$ cat config.mk
export PLATFORM = sky130hd
export DESIGN_NAME = store_buffer_forwarding
export DESIGN_NICKNAME = d
export VERILOG_FILES = /design/src/rtl/store_buffer_forwarding.sv
export SDC_FILE = /design/constraint.sdc
export NUM_CORES = 1
export LEC_CHECK = 0
export CORE_MARGIN = 4
export CORE_UTILIZATION = 32
export CTS_BUF_LIST = sky130_fd_sc_hd__clkbuf_2
export CTS_CLUSTER_DIAMETER = 150
export DETAILED_ROUTE_END_ITERATION = 8
export PLACE_DENSITY = 0.59
export SLEW_MARGIN = 30
export SYNTH_ARGS = -nofsm -noshare
export SYNTH_HDL_FRONTEND = slang
export SYNTH_SLANG_ARGS = --single-unit
$ cat constraint.sdc
create_clock -name clock -period 4.4 [get_ports clock]
set_input_delay 0.44 -clock clock [delete_from_list [all_inputs] [get_ports clock]]
set_output_delay 0.44 -clock clock [all_outputs]
set_load 0.01 [all_outputs]
$ cat src/rtl/store_buffer_forwarding.sv
// Store buffer: queues committed stores in a circular FIFO, drains them in program order
// over the storeValid/storeComplete handshake, and forwards pending bytes to younger loads.
module store_buffer_forwarding #(
    parameter int unsigned XLEN  = 32,
    parameter int unsigned DEPTH = 4
) (
    input  logic                       clock,
    input  logic                       reset,
    input  logic                       enqValid,
    output logic                       enqReady,
    input  logic [XLEN-1:0]            enqAddress,
    input  logic [XLEN-1:0]            enqData,
    input  logic [XLEN/8-1:0]          enqByteEnable,
    input  logic                       queryValid,
    input  logic [XLEN-1:0]            queryAddress,
    input  logic [XLEN/8-1:0]          queryByteEnable,
    output logic                       loadHit,
    output logic                       loadConflict,
    output logic [XLEN-1:0]            forwardData,
    output logic                       storeValid,
    output logic [XLEN-1:0]            storeAddress,
    output logic [XLEN-1:0]            storeData,
    output logic [XLEN/8-1:0]          storeByteEnable,
    input  logic                       storeComplete,
    output logic                       empty,
    output logic [$clog2(DEPTH+1)-1:0] count
);

    localparam int unsigned LANES = XLEN / 8;
    localparam int unsigned PTR_W = $clog2(DEPTH);
    localparam int unsigned CNT_W = $clog2(DEPTH + 1);

    typedef enum logic [0:0] {StIdle, StIssue} state_e;

    state_e state_q, state_d;

    // Entry storage; only the word address is kept since matching ignores the low two bits.
    logic [DEPTH-1:0] valid_q;
    logic [XLEN-3:0]  addr_q [DEPTH];
    logic [XLEN-1:0]  data_q [DEPTH];
    logic [LANES-1:0] be_q   [DEPTH];

    logic [PTR_W-1:0] head_q, tail_q;
    logic [CNT_W-1:0] count_q, count_d;

    logic             store_valid_q;
    logic [XLEN-1:0]  store_addr_q;
    logic [XLEN-1:0]  store_data_q;
    logic [LANES-1:0] store_be_q;

    logic             full;
    logic             push;
    logic             pop;
    logic             issue_start;

    logic [LANES-1:0] covered;
    logic [XLEN-1:0]  fwd_bytes;
    logic [PTR_W-1:0] idx;

    logic             unused_low_bits;

    assign unused_low_bits = ^{enqAddress[1:0], queryAddress[1:0]};

    // No same-cycle pass-through: a pop does not free a slot for this cycle's enqueue.
    assign full     = (count_q == CNT_W'(DEPTH));
    assign enqReady = !full;
    assign push     = enqValid && !full;
    assign count_d  = count_q + CNT_W'(push) - CNT_W'(pop);

    // Drain FSM state register.
    always_ff @(posedge clock) begin
        if (reset) begin
            state_q <= StIdle;
        end else begin
            state_q <= state_d;
        end
    end

    // Drain FSM next state: start an issue whenever entries are pending, finish on completion.
    always_comb begin
        state_d = state_q;
        unique case (state_q)
            StIdle:  if (count_q != '0) state_d = StIssue;
            StIssue: if (storeComplete) state_d = StIdle;
        endcase
    end

    // Drain FSM outputs: latch the head on issue start, pop it when memory accepts.
    always_comb begin
        issue_start = 1'b0;
        pop         = 1'b0;
        unique case (state_q)
            StIdle:  issue_start = (count_q != '0);
            StIssue: pop = storeComplete;
        endcase
    end

    // Pointer, occupancy and valid-bit bookkeeping.
    always_ff @(posedge clock) begin
        if (reset) begin
            head_q  <= '0;
            tail_q  <= '0;
            count_q <= '0;
            valid_q <= '0;
        end else begin
            count_q <= count_d;
            if (push) begin
                valid_q[tail_q] <= 1'b1;
                tail_q          <= tail_q + PTR_W'(1);
            end
            // head == tail only when empty or full, so push and pop never hit the same slot.
            if (pop) begin
                valid_q[head_q] <= 1'b0;
                head_q          <= head_q + PTR_W'(1);
            end
        end
    end

    // Entry payload write; gated by valid bits so it needs no reset.
    always_ff @(posedge clock) begin
        if (push) begin
            addr_q[tail_q] <= enqAddress[XLEN-1:2];
            data_q[tail_q] <= enqData;
            be_q[tail_q]   <= enqByteEnable;
        end
    end

    // Memory-side request registers, held stable for the whole handshake.
    always_ff @(posedge clock) begin
        if (reset) begin
            store_valid_q <= 1'b0;
            store_addr_q  <= '0;
            store_data_q  <= '0;
            store_be_q    <= '0;
        end else if (issue_start) begin
            store_valid_q <= 1'b1;
            store_addr_q  <= {addr_q[head_q], 2'b00};
            store_data_q  <= data_q[head_q];
            store_be_q    <= be_q[head_q];
        end else if (pop) begin
            store_valid_q <= 1'b0;
        end
    end

    // Byte-wise forwarding: walk oldest to youngest so younger matches overwrite older ones.
    always_comb begin
        covered   = '0;
        fwd_bytes = '0;
        idx       = head_q;
        for (int i = 0; i < int'(DEPTH); i++) begin
            idx = head_q + PTR_W'(i);
            if (valid_q[idx] && (addr_q[idx] == queryAddress[XLEN-1:2])) begin
                for (int l = 0; l < int'(LANES); l++) begin
                    if (be_q[idx][l] && queryByteEnable[l]) begin
                        covered[l]         = 1'b1;
                        fwd_bytes[l*8 +: 8] = data_q[idx][l*8 +: 8];
                    end
                end
            end
        end
    end

    assign loadHit      = queryValid && (covered == queryByteEnable) && (queryByteEnable != '0);
    assign loadConflict = queryValid && (covered != '0) && !loadHit;
    assign forwardData  = loadHit ? fwd_bytes : '0;

    assign storeValid      = store_valid_q;
    assign storeAddress    = store_addr_q;
    assign storeData       = store_data_q;
    assign storeByteEnable = store_be_q;
    assign empty           = (count_q == '0);
    assign count           = count_q;

endmodule

**Word level (Yosys, flattened, before mapping)**

Memory sizes are Yosys's and may differ from the RTL's. A register that Yosys moved wholly into a read port is not among the register bits.
Cells that the tools add are included.

- $add $sub $neg: 6
- Order comparisons: 7
- Equal/unequal tests: 6
- Bitwise logic cells: 4
- Reduce and logical (&&, ||, !) cells: 34
- Multiplexer cells: 71

Operators by type and width:

| operator | number |
|---|---|
| 32-bit 2-to-1 mux | 5 |
| 8-bit 2-to-1 mux | 16 |
| 30-bit == test | 4 |
| 1-bit 2-to-1 mux | 30 |
| 4-bit 2-to-1 mux | 7 |
| 1-bit logical AND | 27 |
| 2-bit by 3-bit < comparator with 1-bit output (second input constant) | 5 |
| 2-bit 2-to-1 mux | 6 |
| 1-bit binary-select mux with 2-bit select | 4 |
| 4-bit nonzero test | 2 |
| 2-bit by 1-bit adder with 2-bit output (second input constant) | 2 |
| 2-bit adder (second input constant) | 2 |
| 4-bit AND | 1 |
| 1-bit demux with 2-bit select | 2 |
| 4-bit == test | 1 |
| 2-bit by 1-bit greater-or-equal comparator with 1-bit output (second input constant) | 2 |
| 4-bit NOT | 1 |
| 4-bit bitwise OR | 1 |
| 3-bit by 1-bit adder with 3-bit output | 1 |
| 3-bit == test (second input constant) | 1 |
| 3-bit zero test | 1 |
| 3-bit nonzero test | 1 |
| 3-bit by 1-bit subtractor with 3-bit output | 1 |
| 1-bit zero test | 2 |
| other kinds (3) | 3 |

- Memories kept: 3
- Word-level logic and storage cells: 140
- Input bits: 109
- Register bits after elaboration: 79
- Output and inout port bits: 108
- RAM bits: 264

Memories:

| name | depth | width | rd ports | clocked after Yosys merged registers in | write ports | RTL line | text |
|---|---|---|---|---|---|---|---|
| data_q | 4 | 32 | 4 | 1 | 1 | 40 | `logic [XLEN-1:0] data_q [DEPTH];` |
| addr_q | 4 | 30 | 4 | 1 | 1 | 39 | `logic [XLEN-3:0] addr_q [DEPTH];` |
| be_q | 4 | 4 | 4 | 1 | 1 | 41 | `logic [LANES-1:0] be_q [DEPTH];` |

**Longest topological paths before layout**

Gate-level depths: netlist (run 1).

- Depth after elaboration: 15
- Depth in mapped cells: 19

**Least setup slack after synthesis (run 1)**

OpenSTA, ideal clock, no wires.

- Path type: reg2out
- From: reg head_q[1]
- To: out forwardData[19]
- Data required time: 3960 ps
- Setup slack: -602 ps
- Cell stages (with the launch flop): 17
- Arrival time: 4562 ps
- Path through: dfxtp_1 > clkbuf_1 > clkinv_1 > ha_1 > buf_2 > buf_1 > o21ai_0 > nor3_1 > a31oi_1 > or4_4 > or4_1 > buf_4 > and4_4 > a22o_1 > buf_6 > buf_6 > nor4b_1

- Cells in the longest elaborated chain, start to end: 14
- Elaborated cells on any way between the ends: 60
- Classes of those cells: 3 x add/sub; 4 x eq/ne; 32 x mux; 18 x reduce/logical; 3 x memory

RTL lines:

| what | RTL line | text |
|---|---|---|
| start: declaration | 43 | `logic [PTR_W-1:0] head_q, tail_q;` |
| start signal: assignment | 114 | `head_q <= head_q + PTR_W'(1);` |
| parallel branches: the longest is 13 deep, another holds memory 4 x 30 bit | n/a |  |
| 32-bit 2-to-1 mux (*) | 165 | `assign forwardData = loadHit ? fwd_bytes : '0;` |
| end: declaration | 19 | `output logic [XLEN-1:0] forwardData,` |

Every way passes the cells marked *. The select of a mux whose other input is x is not followed.

**Final worst setup path (run 1)**

- From: reg head_q[0]
- To: out forwardData[2]

- Elaborated cells on any way between the ends: 60
- Classes of those cells: 3 x add/sub; 4 x eq/ne; 32 x mux; 18 x reduce/logical; 3 x memory

RTL lines:

| what | RTL line | text |
|---|---|---|
| 2-bit adder (*) | 151 | `idx = head_q + PTR_W'(i);` |
| via idx[0] | 58 | `logic [PTR_W-1:0] idx;` |
| memory 4 x 30 bit (tied with other cells) | n/a |  |
| 30-bit == test (tied with other cells) | 152 | `if (valid_q[idx] && (addr_q[idx] == queryAddress[XLEN-1:2])) begin` |
| 1-bit logical AND or 1-bit 2-to-1 mux (tied branches) | 152, 154 |  |
| 4-bit 2-to-1 mux | 152 |  |
| 4-bit == test | 163 | `assign loadHit = queryValid && (covered == queryByteEnable) && (queryByteEnable != '0);` |
| 1-bit logical AND (2 in a row) | 163 |  |
| 32-bit 2-to-1 mux (*) | 165 |  |

The timed path passes the listed nets; every way through them passes the cells marked *. The select of a mux whose other input is x is not followed.

==> results.yml, run 1 <==
worst_setup_path:
  reg2reg_slack_ns: 1.96
  cp.arrival_ns: 4.97
  cp_max_fo: 8
  cp.required_ns: 3.96
  start_kind: "flop"
  reg2reg_depth: 12
  r2r_end: "count[2]"
  r2r_start: "count[1]"
  worstSetupPathType: "flop to output port"
  crit_path_end_kind: "output port"
finish:
  finalNetCount: 2358
  stdcell_area_mm2: 0.0286
  fillers: 5900
  final_common_cell: "buf_4"
  seq_area_mm2: 0.00956
  final_cell_mix: "buf_4, edfxtp_1, clkdlybuf4s50_1"
  drive_gt1_share_pct: 36.9
  multi_input_area_mm2: 0.0112
  area_delta_synth_final_pct: 38.1
drt:
  dr_total_vias: 17161
  wirelength_mm: 75.2
  drtIter0Drc: 1287
  routedWlPerCell_um: 23.8
  viasPerCell: 5.42
  drtPass1Iterations: 7
  antenna_left: 0
  route.detailed.drc: 0
outcome:
  violations: "setup timing"
  outcome: "finished, violations left"
power:
  power.density_mw_per_mm2: 456
  ir_worst_vdd_v: 0.000946
  p_leak_nw: 9.79
floorplan:
  coreArea_mm2: 0.0635
  start_util_pct: 32.6
  pin_count: 217
  std_cell_rows: 92
  die_w_um: 262
  dieArea_mm2: 0.0688
  die_h_um: 262
clock_network:
  cts_tree: "yes"
  cts_sinks: 345
  clk_pin_slew_ns: 0.08
  clock_latency_ns: 1.11
  clock_path_buffers: 3
  ctsRootBufferMaster: "clkbuf_2"
  cts_buffers: 93
  htreeDepth: 3
synthesis:
  synthCells: 1662
  async_reset_ff_share_pct: 0
  synthDistinctLibCells: 69
  ys_warn_count: 0
  ys_ff_latch: 345
  synth_enable_flop_cells: 264
  synth_flop_cell: "edfxtp_1"
  ys_seq_area_share_pct: 46.1
  syn_area_mm2: 0.0207
  syn_area_per_cell_um2: 12.5
sta:
  relSlewSlack_pct: 41.9
  fmax_mhz: 185
  holdWs_ns: 0.145
  finalMaxSlewViolations: 0
  tns_ns: -33.14
  fin_crit_ns: 5.41
  worst_slack_ns: -1.01
  tightest_slew_ns: 0.869
  period_share_pct: 123
  skew_ns: 0.113
  setup_viol: 34
  grt_setup_unrepaired: "true"
  final_hold_viol_count: 0
placement:
  dpl_cell_area_mm2: 0.0264
  port_buffers: 210
  dp_hpwl_mm: 53.9
  gp_routability_congestion: 0.919
global_route:
  grt_pass1_vias: 17877
  overflow: 0
  grt.total_usage_pct: 21.4
  grt_pass1_wl_mm: 113
  grt_max_degree: 81
  antenna_found_initial: 7
job:
  maxCapViolCount: 0
hold_path:
  hold_depth: 1
  hold_class: "primary input to flop"
  hold_path_end: "addr_q[2][28]"
  min_from: "enqAddress[30]"
worst max-delay path, stage by stage (launching register included):
cell,delay (ns)
dfxtp_4,0.43
buf_12,0.16
inv_2,0.06
ha_4,0.30
mux4_2,0.54
xnor2_2,0.18
buf_4,0.12
nand4_1,0.08
or3_4,0.42
or4_4,0.56
and4_4,0.24
a22o_4,0.37
buf_12,0.20
nor4_4,0.12
buf_2,0.17
layout make-up:
class                   instances  area share, %
diodes                          7         0.0613
clock buffers                 130           2.28
clock inverters                39          0.888
inverters                      35          0.481
multi-input cells            1135           39.1
flip-flops and latches        345           33.4
well taps                     846           3.70
repair buffers                628           20.1
flip-flops by register name (all words and copies together), names as in the netlist, named ones only:
| signal | flops |
|---|---|
| storeByteEnable | 4 |
| storeAddress | 30 |
| be_q | 16 |
| addr_q | 120 |
| count | 3 |
| data_q | 128 |
| storeData | 32 |
| tail_q | 2 |
| head_q | 2 |
| storeValid | 1 |
| state_q | 1 |
| valid_q | 4 |
cell families (layout without fill, tap and decap cells):
logic type | Yosys count | in the layout | share of synthesized area, %
multiplexers | 333 | 333 | 26.4
buffers and inverters | 184 | 832 | 4.01
other | 1 | 9 | 0.0181
XOR/XNOR | 109 | 109 | 4.61
adder cells (fa/ha/maj) | 11 | 11 | 0.701
AND/OR/NAND/NOR | 410 | 410 | 10.1
AO/OA/AOI/OAI | 269 | 270 | 8.13
flip-flops | 345 | 345 | 46.1
metal layers:
metal	wire [um]	GRT usage, %	vias to the layer above
li1	-	-	7719
met1	31500	28.4	8613
met2	36700	35.7	700
met3	4820	3.48	129
met4	2150	7.37	0
met5	0	0	-
power by group:
part	leakage (nW)	internal, mW	total (mW)	switching [mW]
logic	6.05	2.96	6.17	3.21
registers	3.09	4.11	4.46	0.358
clock network	0.655	0.993	2.41	1.42
worst max-delay path by stage:
stage | from | to | cells after the start
floorplan | head_q[0] | forwardData[16] | 16
global placement | queryAddress[12] | loadHit | 15
detailed placement | queryAddress[12] | forwardData[17] | 13
CTS | flop | forwardData[16] | 12
global route | head_q[0] | forwardData[10] | 15
finish | head_q[0] | forwardData[2] | 14
synthesized netlist by cell type, types with 7 or more instances:
master,instances,area share [%]
a21oi_1,111,2.7
a221oi_1,10,0.42
and2_1,9,0.27
buf_1,25,0.45
buf_2,24,0.58
buf_4,9,0.33
buf_6,7,0.38
clkbuf_1,82,1.5
dfxtp_1,81,7.8
edfxtp_1,264,38
ha_1,10,0.60
inv_1,31,0.56
mux2_2,44,2.4
mux2i_1,123,5.9
mux4_2,165,18
nand2_1,166,3.0
nand3_1,31,0.75
nand4_1,19,0.57
nor2_1,41,0.74
nor2b_1,11,0.33
nor3_1,41,0.99
nor4_1,36,1.1
o21ai_0,50,1.2
o21bai_1,25,0.91
o22ai_1,8,0.24
o32ai_1,11,0.47
or2_2,7,0.21
xnor2_1,82,3.5
xor2_1,27,1.1
metrics by stage:
step	util (%)	power, mW	instances	setup WS [ns]
floorplan	-	7.80	1663	-0.0525
global placement	41.5	10.3	2897	-0.648
detailed placement	41.5	10.4	2897	-0.754
CTS	44.8	13.1	3154	-1.21
global route	45.0	13.8	3163	-1.27
finish	45.0	13.0	3165	-1.01
repair_timing:
action	4_1_cts	5_1_grt
gates resized for setup	192	54
hold endpoints to repair	339	0
setup endpoints to repair	34	34
pin swaps	22	20
buffers inserted	20	5
hold buffers	66	0
gates cloned	3	0
No activity file was read; power rests on OpenSTA's default activity.
==> run 2: changes to the inputs <==
--- a/config.mk
+++ b/config.mk
@@ -6,11 +6,11 @@
 export NUM_CORES = 1
 export LEC_CHECK = 0
 export CORE_MARGIN = 4
-export CORE_UTILIZATION = 32
+export CORE_UTILIZATION = 54
 export CTS_BUF_LIST = sky130_fd_sc_hd__clkbuf_2
 export CTS_CLUSTER_DIAMETER = 150
 export DETAILED_ROUTE_END_ITERATION = 8
-export PLACE_DENSITY = 0.59
+export PLACE_DENSITY = 0.78
 export SLEW_MARGIN = 30
 export SYNTH_ARGS = -nofsm -noshare
 export SYNTH_HDL_FRONTEND = slang
==> results.yml, run 2 (synthesis results as in run 1) <==
sta:
  final_hold_viol_count: 0
  tns_ns: -37.47
  grt_setup_unrepaired: "true"
  fin_crit_ns: 5.57
  holdWs_ns: 0.0657
  fmax_mhz: 179
  skew_ns: 0.101
  worst_slack_ns: -1.17
  tightest_slew_ns: 0.844
  finalMaxSlewViolations: 0
  period_share_pct: 127
  setup_viol: 34
  relSlewSlack_pct: 43.7
clock_network:
  ctsRootBufferMaster: "clkbuf_2"
  clk_pin_slew_ns: 0.10
  cts_tree: "yes"
  cts_sinks: 345
  clock_latency_ns: 1.01
  cts_buffers: 88
  clock_path_buffers: 3
  htreeDepth: 3
finish:
  area_delta_synth_final_pct: 32.6
  fin_util_pct: 72.7
  final_common_cell: "buf_4"
  drive_gt1_share_pct: 36.4
  finalNetCount: 2316
  final_cell_mix: "buf_4, edfxtp_1, clkdlybuf4s50_1"
  largest_register_ffs: 128
  regMostFlops: "data_q"
worst_setup_path:
  cp.required_ns: 3.96
  worstSetupPathType: "flop to output port"
  r2r_end: "storeByteEnable[2]"
  crit_path_end_kind: "output port"
  crit_path_start: "head_q[0]"
  start_kind: "flop"
  reg2reg_slack_ns: 1.76
  reg2reg_depth: 7
  cp.arrival_ns: 5.13
  cp_max_fo: 9
global_route:
  grt_pass1_vias: 17961
  grt_max_degree: 68
  antenna_found_initial: 2
  grt.total_usage_pct: 33.7
  overflow: 0
  grt_pass1_wl_mm: 107
floorplan:
  dieArea_mm2: 0.0415
  std_cell_rows: 71
  start_util_pct: 54.8
  die_h_um: 204
  coreArea_mm2: 0.0378
  pin_count: 217
  die_w_um: 204
power:
  power_mw: 12.8
  power.density_mw_per_mm2: 467
  ir_worst_vdd_v: 0.000985
  p_leak_nw: 9.52
hold_path:
  hold_path_end: "data_q[3][11]"
  hold_class: "primary input to flop"
  min_from: "enqData[11]"
  hold_depth: 1
placement:
  dp_hpwl_mm: 49.8
  preCtsSetupSlack_ns: -0.650
  port_buffers: 210
  gp_routability_congestion: 0.999
drt:
  drtIter0Drc: 1683
  antenna_left: 0
  viasPerCell: 6.31
  route.detailed.drc: 1
  dr_total_vias: 17523
  routedWlPerCell_um: 25.6
  drtPass1Iterations: 9
  wirelength_mm: 71.1
job:
  maxCapViolCount: 0
outcome:
  violations: "DRC, setup timing"
  outcome: "finished, violations left"
==> run 2: metrics by stage <==
| step | instances | cell area (um^2) |
|---|---|---|
| floorplan | 1663 | 21200 |
| global placement | 2563 | 25900 |
| detailed placement | 2564 | 25900 |
| CTS | 2760 | 27100 |
| global route | 2778 | 27400 |
| finish | 2778 | 27400 |
==> run 2: area by class of cell <==
| cell class | count | area (um^2) |
|---|---|---|
| multi-input cells | 1135 | 11000 |
| inverters | 35 | 138 |
| fillers | 2609 | 10300 |
| clock inverters | 33 | 215 |
| repair buffers | 591 | 5230 |
| well taps | 511 | 639 |
| diodes | 1 | 2.50 |
| clock buffers | 127 | 636 |
| flip-flops and latches | 345 | 9560 |
==> run 2: report_power, final <==
part,switching (mW),internal [mW]
Clock,1.35,0.955
Combinational,3.11,2.90
Sequential,0.387,4.11
Total,4.85,7.96
==> run 2: layer usage <==
metal	up-vias	global-route usage [%]	share of wire, %
li1	7601	-	-
met1	8705	46.4	39
met2	1061	55.0	48
met3	154	6.46	10
met4	2	10.2	2.7
met5	-	0	0.018
==> run 2: how the worst max path moves through the flow <==
stage                      endpoint  slack [ns]  depth (start not counted)
global placement     forwardData[4]       -0.64                         15
global route         forwardData[0]       -1.31                         15
CTS                 forwardData[20]       -1.22                         16
detailed placement  forwardData[31]       -0.65                         16
finish               forwardData[9]       -1.17                         15
floorplan           forwardData[16]       -0.05                         16
==> run 2: worst max-delay path: stages (launching register included) <==
cell	delay (ns)
dfxtp_4	0.43
buf_12	0.16
buf_12	0.13
mux4_2	0.54
xnor2_2	0.19
nand4_1	0.17
buf_6	0.18
a2111oi_4	0.33
nand4_1	0.17
buf_6	0.17
or4b_4	0.50
and4_4	0.18
a22o_4	0.29
buf_12	0.18
nor4_4	0.25
buf_2	0.19
==> run 2: what timing repair did <==
| item | CTS | global route |
|---|---|---|
| gates cloned | 1 | 2 |
| pin swaps | 9 | 23 |
| buffers inserted | 8 | 18 |
| endpoints found under the hold margin | 131 | 0 |
| hold buffers | 27 | 0 |
| setup endpoints to repair | 34 | 34 |
| gates resized for setup | 166 | 43 |
